## src/rtl/led_pkg.sv

```systemverilog
// Shared definitions for the LED pattern generator: mode encoding, sweep
// direction and helpers that size the prescaler and tick counters.
package led_pkg;

  typedef enum logic [1:0] {
    MODE_OFF     = 2'b00,
    MODE_ON      = 2'b01,
    MODE_BLINK   = 2'b10,
    MODE_BREATHE = 2'b11
  } mode_e;

  typedef enum logic {
    DIR_UP   = 1'b0,
    DIR_DOWN = 1'b1
  } dir_e;

  function automatic int calc_div(input int clk_hz, input int tick_hz);
    return clk_hz / tick_hz;
  endfunction

  // Width of a counter running 0..n-1, never narrower than one bit.
  function automatic int cnt_width(input int n);
    return (n < 2) ? 1 : $clog2(n);
  endfunction

endpackage

```

## src/rtl/led_tick_prescaler.sv

```systemverilog
// Free-running divide-by-DIV prescaler producing a registered one-cycle tick.
// The clear input restarts the count so the first tick lands DIV edges later.
module led_tick_prescaler
  import led_pkg::*;
#(
  parameter int DIV = 10
) (
  input  logic clk,
  input  logic rst,
  input  logic clr,
  output logic tick
);

  localparam int            W    = cnt_width(DIV);
  localparam logic [W-1:0]  LAST = W'(DIV - 1);

  logic [W-1:0] presc;
  logic         wrap;

  assign wrap = (presc == LAST);

  // NOTE: sequential state uses non-blocking assignments so every flop samples
  // pre-edge values regardless of process evaluation order.
  always_ff @(posedge clk) begin
    if (rst || clr) begin
      presc <= '0;
      tick  <= 1'b0;
    end else begin
      tick  <= wrap;
      presc <= wrap ? '0 : presc + W'(1);
    end
  end

endmodule

```

## src/rtl/led_pattern_gen.sv

```systemverilog
// LED driver: off / on / square-wave blink / triangular-PWM breathe, with a
// registered output. Any change of the selected mode restarts all timebases.
module led_pattern_gen
  import led_pkg::*;
#(
  parameter int CLK_HZ      = 50_000_000,
  parameter int TICK_HZ     = 1000,
  parameter int BLINK_TICKS = 500,
  parameter int PWM_BITS    = 8,
  parameter int RAMP_TICKS  = 4
) (
  input  logic       clk,
  input  logic       rst,
  input  logic [1:0] mode,
  output logic       led_out,
  output logic       tick
);

  localparam int DIV = calc_div(CLK_HZ, TICK_HZ);
  localparam int BW  = cnt_width(BLINK_TICKS);
  localparam int RW  = cnt_width(RAMP_TICKS);

  localparam logic [BW-1:0]       BLINK_LAST = BW'(BLINK_TICKS - 1);
  localparam logic [RW-1:0]       RAMP_LAST  = RW'(RAMP_TICKS - 1);
  localparam logic [PWM_BITS-1:0] DUTY_MAX   = '1;

  if (DIV < 2) begin : g_bad_div
    $error("led_pattern_gen: CLK_HZ/TICK_HZ must be at least 2");
  end
  if (BLINK_TICKS < 1 || RAMP_TICKS < 1 || PWM_BITS < 2) begin : g_bad_param
    $error("led_pattern_gen: BLINK_TICKS, RAMP_TICKS >= 1 and PWM_BITS >= 2 required");
  end

  mode_e               mode_q;
  logic                chg;
  logic [BW-1:0]       bcnt,  bcnt_d;
  logic                blink_lvl, blink_lvl_d;
  logic [PWM_BITS-1:0] pcnt,  pcnt_d;
  logic [PWM_BITS-1:0] duty,  duty_d;
  dir_e                dir,   dir_d;
  logic [RW-1:0]       rcnt,  rcnt_d;
  logic                led_d;

  assign chg = (mode != mode_q);

  led_tick_prescaler #(
    .DIV (DIV)
  ) u_presc (
    .clk  (clk),
    .rst  (rst),
    .clr  (chg),
    .tick (tick)
  );

  // NOTE: every variable gets a default at the top of the block, so no path
  // leaves one unassigned and no latch is inferred.
  always_comb begin
    bcnt_d      = bcnt;
    blink_lvl_d = blink_lvl;
    pcnt_d      = pcnt;
    duty_d      = duty;
    dir_d       = dir;
    rcnt_d      = rcnt;
    if (chg) begin
      bcnt_d      = '0;
      blink_lvl_d = 1'b1;
      pcnt_d      = '0;
      duty_d      = '0;
      dir_d       = DIR_UP;
      rcnt_d      = '0;
    end else begin
      if (mode_q == MODE_BLINK && tick) begin
        if (bcnt == BLINK_LAST) begin
          bcnt_d      = '0;
          blink_lvl_d = ~blink_lvl;
        end else begin
          bcnt_d = bcnt + 1'b1;
        end
      end
      if (mode_q == MODE_BREATHE) begin
        pcnt_d = pcnt + 1'b1;
        if (tick) begin
          if (rcnt != RAMP_LAST) begin
            rcnt_d = rcnt + 1'b1;
          end else begin
            rcnt_d = '0;
            // Bounce off either end of the duty range instead of wrapping.
            if (dir == DIR_UP) begin
              if (duty == DUTY_MAX) begin
                duty_d = duty - 1'b1;
                dir_d  = DIR_DOWN;
              end else begin
                duty_d = duty + 1'b1;
              end
            end else begin
              if (duty == '0) begin
                duty_d = duty + 1'b1;
                dir_d  = DIR_UP;
              end else begin
                duty_d = duty - 1'b1;
              end
            end
          end
        end
      end
    end
  end

  // The output flop looks at post-edge state, so blink half-periods are exact.
  always_comb begin
    led_d = 1'b0;
    unique case (mode_q)
      MODE_OFF:     led_d = 1'b0;
      MODE_ON:      led_d = 1'b1;
      MODE_BLINK:   led_d = blink_lvl_d;
      MODE_BREATHE: led_d = (pcnt_d < duty_d);
      default:      led_d = 1'b0;
    endcase
  end

  always_ff @(posedge clk) begin
    if (rst) begin
      mode_q    <= MODE_OFF;
      led_out   <= 1'b0;
      bcnt      <= '0;
      blink_lvl <= 1'b1;
      pcnt      <= '0;
      duty      <= '0;
      dir       <= DIR_UP;
      rcnt      <= '0;
    end else begin
      mode_q    <= mode_e'(mode);
      led_out   <= led_d;
      bcnt      <= bcnt_d;
      blink_lvl <= blink_lvl_d;
      pcnt      <= pcnt_d;
      duty      <= duty_d;
      dir       <= dir_d;
      rcnt      <= rcnt_d;
    end
  end

endmodule
```

## config.mk

```make
export PLATFORM = sky130hd
export DESIGN_NAME = led_pattern_gen
export DESIGN_NICKNAME = d
export VERILOG_FILES = /design/src/rtl/led_pkg.sv /design/src/rtl/led_tick_prescaler.sv /design/src/rtl/led_pattern_gen.sv
export SDC_FILE = /design/constraint.sdc
export NUM_CORES = 1
export LEC_CHECK = 0
export ABC_CLOCK_PERIOD_IN_PS = 3510
export BUFFER_PORTS_ARGS = -buffer_cell sky130_fd_sc_hd__buf_2
export CORE_ASPECT_RATIO = 0.9
export CORE_MARGIN = 4
export CORE_UTILIZATION = 55
export DETAILED_ROUTE_END_ITERATION = 10
export PLACE_DENSITY = 0.69
export REMOVE_ABC_BUFFERS = 1
export SYNTH_ARGS = -nofsm -noshare
export SYNTH_HDL_FRONTEND = slang
export SYNTH_SLANG_ARGS = --single-unit
```

## constraint.sdc

```tcl
create_clock -name clk -period 3.51 [get_ports clk]
set_input_delay 0.702 -clock clk [delete_from_list [all_inputs] [get_ports clk]]
set_output_delay 0.702 -clock clk [all_outputs]
set_load 0.05 [all_outputs]
```

==> results of run 1 <==
-- power by group --
part	internal, uW	leakage (uW)	switching (uW)
clock	142	0.0000445	196
sequential	558	0.000395	3.80
combinational	10.4	0.000549	29.6
-- synthesized netlist by cell type, drive strengths merged, types with 2 or more instances --
library cell and number:
or3 4, nand2 22, a21oi 7, xor2 18
mux2i 4, or2 3, nor3 10, clkbuf 11
a31oi 3, a211o 2, nor4 6, and4 3
a311oi 3, nor4bb 2, a2111oi 3, and2 6
xnor2 19, o21ai 2, nand4 12, dfxtp 49
a211oi 2, nand2b 2, nor2 58, ha 13
nand3 13, inv 10, buf 6, and3 8
a21o 4
-- layer usage --
metal  GRT usage, %  up-vias  share of wire (%)
li1               -     1097                  -
met1           26.8      969                 52
met2           28.4       28                 43
met3           3.59        7                2.5
met4           8.12        0                1.9
met5              0        -                  0
-- flip-flops by register name, summed over array words and instances (netlist names) --
register,cells
u_presc.presc,16
dir,1
rcnt,2
mode_q,2
led_out,1
blink_lvl,1
duty,8
bcnt,9
pcnt,8
u_presc.tick,1
-- path summary, 6_finish.rpt --
kind / end / slack [ns]
max: led_out / 0.27
min: u_presc.presc[0] / 0.45
max reg2reg: led_out / 0.27
min reg2reg: u_presc.presc[0] / 0.45
-- area by class of cell --
| cell class | instances | area [sq um] | share of cell area, % |
|---|---|---|---|
| Clock buffer | 5 | 68.8 | 2.45 |
| Clock inverter | 3 | 21.3 | 0.757 |
| Inverter | 10 | 37.5 | 1.34 |
| Multi-Input combinational cell | 243 | 1590 | 56.5 |
| Sequential cell | 49 | 981 | 34.9 |
| Tap cell | 65 | 81.3 | 2.90 |
| Timing Repair Buffer | 6 | 32.5 | 1.16 |
-- logic make-up after synthesis --
kind of cell               count (synthesis)  synth area share (%)
xor gates and xnor gates                  37                  11.9
and+or+nand+nor                          154                  28.2
muxes                                      4                  1.47
AOI/OAI and AO/OA                         35                  10.4
adders and majority gates                 13                  5.96
DFF                                       49                  35.9
buffers and inverters                     27                  6.23
-- cell usage in the layout (no fill, tap or decap), drive strengths merged, types with 4 or more instances in the layout --
cell,Yosys,layout
a21oi,7,7
xor2,18,18
inv,10,11
ha,13,13
clkbuf,11,5
and3,8,8
dfxtp,49,49
and2,6,6
mux2i,4,4
nor2,58,58
or3,4,4
nand2,22,22
a21o,4,4
nand3,13,13
nand4,12,12
nor4,6,6
xnor2,19,19
nor3,10,10
buf,6,6
-- worst reg2reg max path, stage by stage (launching register included) --
cell and delay [ns]:
dfxtp_1 0.40, and4_1 0.34, a41o_1 0.34, a2111oi_2 0.44
or3_1 0.18, nand3_1 0.08, ha_1 0.31, a21o_1 0.16
a21oi_1 0.13, o21ai_0 0.11, a2111oi_0 0.50, a211o_1 0.21
-- repair_timing --
item | CTS | global route
endpoints found under the setup margin | 0 | 1
setup buffers | 0 | 0
resized for setup | 0 | 1
endpoints found under the hold margin | 0 | 0
-- metrics by stage --
step	setup WS, ns	power (uW)	cells	hold slack (ns)	cell area (sq um)
finish	0.271	940	381	0.451	2810
global route	0.0646	983	381	0.497	2810
CTS	0.277	956	381	0.453	2800
detailed placement	0.294	616	373	0.439	2710
global placement	0.482	615	373	0.424	2710
floorplan	0.577	600	302	0.413	2600
==> flow_summary.json, run 1 <==
{
  "outcome": "finished, final reports clean",
  "crit_chain": "and4_1, a41o_1, a2111oi_2, or3_1, nand3_1, ha_1, a21o_1, a21oi_1, o21ai_0, a2111oi_0, a211o_1",
  "skew_ns": 0.00286,
  "nNetsFinal": 332,
  "htree_levels": 2,
  "startpoint_type": "register",
  "path_class": "register to register",
  "globalRouteTotalUtil_pct": 19.0,
  "finalSetupTns_ns": 0,
  "slew_viol_final": 0,
  "clkTransAtPathRegs_ns": 0.09,
  "crit_family": "compound AO/OA/AOI/OAI gates",
  "insertion_delay_ns": 0.30,
  "crit_path_start": "duty[2]",
  "drt_iter0_markers": 65,
  "ys_seq_elements": 49,
  "portBuffers": 5,
  "min_path_type": "register to register",
  "ys_warn_count": 0,
  "leakagePower_uw": 0.000989,
  "diodes": 0,
  "ys_seq_area_share_pct": 35.9,
  "initial_core_util_pct": 56.5,
  "cts_num_sinks": 49,
  "powerDensity_nw_per_um2": 335,
  "cp.arrival_ns": 3.49,
  "r2r_start": "duty[2]",
  "clock_path_buffers": 2,
  "rsz0062_at_grt": "no",
  "synth_top_area_cell": "dfxtp_1",
  "vdd_drop_max_uv": 176,
  "ys_async_sr_fraction_pct": 0,
  "pin_count": 6,
  "synth-edff-count": 0,
  "fill_cells": 487,
  "antenna_found_initial": 0,
  "hold_start": "u_presc.presc[0]",
  "cts_tree": "done",
  "crit_cells": 11,
  "die_area_sq_um": 6160,
  "die_h_microns": 74.9,
  "hold_buffers": 0,
  "grt_pass1_vias": 1986,
  "synth_area_per_cell_sq_um": 8.56,
  "hpwlAfterDp_microns": 3800,
  "vias": 2101,
  "worstPathRequired_ns": 3.76,
  "path_buf_inv": 0,
  "r2r_cells": 11,
  "min_path_cells": 1,
  "critPathMaxStageDelay_ns": 0.50,
  "syn-cell-area_sq_um": 2730,
  "synthTopCellsByArea": "dfxtp_1 36%, nor2_1 8.0%, xnor2_1 6.1%",
  "slew_headroom_pct": 61.9,
  "cts_buffers": 5,
  "setup_viol": 0,
  "synthCells": 319,
  "min_period_ns": 3.24,
  "routedWlPerCell_microns": 13.6,
  "cts_root_buf": "clkbuf_8",
  "fmax_ghz": 0.309,
  "rows": 24,
  "firstDrtPassIters": 4,
  "core-area_sq_um": 4830,
  "place.gp.congestion": 0.847,
  "finalHoldViolCount": 0,
  "routed_via_density": 5.51,
  "end_kind": "register",
  "drcViolationCount": 0,
  "drive_gt1_share_pct": 8.54,
  "drt_wl_total_microns": 5190,
  "grt_max_degree": 17,
  "final_core_util_pct": 58.1,
  "finalCritPeriodShare_pct": 92.3,
  "synth_ff_type": "dfxtp_1",
  "grt_pass1_wl_microns": 9110,
  "cap_violations": 0,
  "area_delta_synth_final_pct": 2.84,
  "crit_fanout": 9,
  "chipWidth_microns": 82.3,
  "grt-ovfl-total": 0,
  "yosys.area.top_type_share_pct": 35.9,
  "synth.distinct_cells": 51,
  "ant_nets": 0,
  "slowest_stage": "a2111oi_0",
  "tightest_slew_ns": 0.572
}
(Power assumes the default switching activity.)
==> inputs of run 2 (changes only) <==
--- a/config.mk
+++ b/config.mk
@@ -7,12 +7,14 @@
 export LEC_CHECK = 0
 export ABC_CLOCK_PERIOD_IN_PS = 3510
 export BUFFER_PORTS_ARGS = -buffer_cell sky130_fd_sc_hd__buf_2
+export CAP_MARGIN = 20
 export CORE_ASPECT_RATIO = 0.9
 export CORE_MARGIN = 4
 export CORE_UTILIZATION = 55
 export DETAILED_ROUTE_END_ITERATION = 10
 export PLACE_DENSITY = 0.69
 export REMOVE_ABC_BUFFERS = 1
+export SKIP_CTS_REPAIR_TIMING = 1
 export SYNTH_ARGS = -nofsm -noshare
 export SYNTH_HDL_FRONTEND = slang
 export SYNTH_SLANG_ARGS = --single-unit
==> constraint.sdc (replaced) <==
create_clock -name clk -period 3.51 [get_ports clk]
set_input_delay 0.351 -clock clk [delete_from_list [all_inputs] [get_ports clk]]
set_output_delay 0.351 -clock clk [all_outputs]
set_load 0.05 [all_outputs]
==> flow_summary.json, run 2 (synthesis gave the netlist of run 1 again) <==
{
  "outcome": "finished, final reports clean",
  "die_h_microns": 74.9,
  "finalHoldViolCount": 0,
  "path_class": "register to register",
  "htree_levels": 2,
  "slew_headroom_pct": 60.7,
  "startpoint_type": "register",
  "slew_viol_final": 0,
  "firstDrtPassIters": 4,
  "dp.cells": 372,
  "finalCritPeriodShare_pct": 90.9,
  "top_regs": "u_presc.presc x16, bcnt x9",
  "fmax_ghz": 0.313,
  "cts_num_sinks": 49,
  "grt_pass1_wl_microns": 8630,
  "setup_viol": 0,
  "crit_chain": "nor4_1, nand3_1, a2111oi_2, or3_1, nand3_1, ha_1, a21o_1, a21oi_1, o21ai_0, a2111oi_0, a211o_1",
  "insertion_delay_ns": 0.31,
  "vdd_drop_max_uv": 229,
  "r2r_slack_ns": 0.32,
  "largest_reg_flops": 16,
  "p_int_uw": 717,
  "pwr-share-comb_pct": 4.0,
  "rows": 24,
  "core-area_sq_um": 4830,
  "die_area_sq_um": 6160,
  "chipWidth_microns": 82.3,
  "cp-endpoint": "led_out",
  "powerDensity_nw_per_um2": 343,
  "worstPathRequired_ns": 3.77,
  "area_delta_synth_final_pct": 2.61,
  "crit_path_start": "duty[3]",
  "min_path_type": "input pin to register",
  "ant_nets": 0,
  "cp_common_cell": "nand3_1",
  "finalSetupTns_ns": 0,
  "reg2reg_to": "led_out",
  "slowest_stage": "nor4_1",
  "pin_count": 6,
  "most-common-layout-cells": "58 x nor2_1, 49 x dfxtp_1, 22 x nand2_1",
  "final_core_util_pct": 58.0,
  "cts_buffers": 5,
  "antenna_found_initial": 0,
  "place.gp.congestion": 0.843,
  "crit_fanout": 9,
  "cap_violations": 0,
  "mostFrequentLayoutCell": "nor2_1",
  "r2r_start": "duty[3]",
  "leakagePower_uw": 0.000988,
  "hpwlAfterDp_microns": 3620,
  "portBuffers": 5,
  "min_period_ns": 3.19,
  "top_register": "u_presc.presc",
  "end_kind": "register",
  "routedWlPerCell_microns": 13.4,
  "drt_wl_total_microns": 5090,
  "r2r_cells": 11,
  "grt-ovfl-total": 0,
  "clkPwrFrac_pct": 37.4,
  "diodes": 0,
  "rsz0062_at_grt": "no",
  "vias": 2081,
  "cts_tree": "done",
  "seqPwrFrac_pct": 58.6,
  "tightest_slew_ns": 0.590,
  "layoutNonFillerInstCount": 380,
  "cp.arrival_ns": 3.45,
  "clkTransAtPathRegs_ns": 0.10,
  "p_sw_share_pct": 25.3,
  "drive_gt1_share_pct": 7.94,
  "skew_ns": 0.00804,
  "initial_core_util_pct": 56.5,
  "grt_pass1_vias": 1831,
  "drcViolationCount": 0,
  "routed_via_density": 5.48,
  "p_switching_uw": 243,
  "nNetsFinal": 331,
  "clock_path_buffers": 2,
  "drt_iter0_markers": 121,
  "globalRouteTotalUtil_pct": 18.0,
  "critPathMaxStageDelay_ns": 0.51,
  "grt_max_degree": 19,
  "cts_root_buf": "clkbuf_8"
}
run 2: cell types whose count changed in the layout (fill, tap and decap cells not counted):
cell	before	now
nor4_1	5	6
clkinvlp_4	1	0
inv_8	0	1
buf_4	1	0
nor4_2	1	0
clkinv_4	0	1
clkinv_2	1	0
run 2: metrics by stage:
stage / power (uW) / hold WS, ns / setup WS (ns) / area, sq um
5_1_grt: 999 / 0.320 / 0.0383 / 2800
6_report: 960 / 0.319 / 0.318 / 2800
2_1_floorplan: 600 / 0.413 / 0.577 / 2600
3_3_place_gp: 614 / 0.425 / 0.531 / 2710
3_5_place_dp: 614 / 0.432 / 0.415 / 2710
4_1_cts: 976 / 0.309 / 0.378 / 2800
run 2: worst min path at each step:
| stage | from | endpoint | slack (ns) | depth (start not counted) |
|---|---|---|---|---|
| detailed placement | u_presc.presc[0] | u_presc.presc[0] | 0.43 | 1 |
| CTS | mode[0] | mode_q[0] | 0.31 | 3 |
| floorplan | u_presc.presc[0] | u_presc.presc[0] | 0.41 | 1 |
| finish | mode[1] | mode_q[1] | 0.32 | 2 |
| global route | mode[0] | mode_q[0] | 0.32 | 3 |
| global placement | u_presc.presc[0] | u_presc.presc[0] | 0.43 | 1 |
run 2: power by group through the flow:
stage,Combinational (uW),Sequential [uW],Clock (uW)
2_1_floorplan,22.4,577,0
3_3_place_gp,39.0,575,0
3_5_place_dp,38.9,575,0
4_1_cts,39.0,563,374
5_1_grt,42.5,564,393
6_report,38.5,563,359
run 2: layout make-up:
cell class | count | area [sq um]
multi-input combinational | 243 | 1580
sequential | 49 | 981
fill | 452 | 2030
tap | 65 | 81.3
inverter | 10 | 37.5
timing repair buffer | 5 | 25.0
clock buffer | 5 | 68.8
clock inverter | 3 | 28.8
run 2: critical path: cells and delay by family (launching register included):
kind,cells,cell delay (ns)
adders and majority gates,1,0.31
and+or+nand+nor,4,1.06
DFF,1,0.39
AOI/OAI and AO/OA,6,1.39
run 2: routing by layer:
layer	track usage [%]	wire length [microns]	vias up	share of wire, %
li1	-	-	1103	-
met1	26.8	2700	935	53
met2	26.1	2130	39	42
met3	4.78	217	4	4.3
met4	3.87	44	0	0.86
met5	0	0	-	0
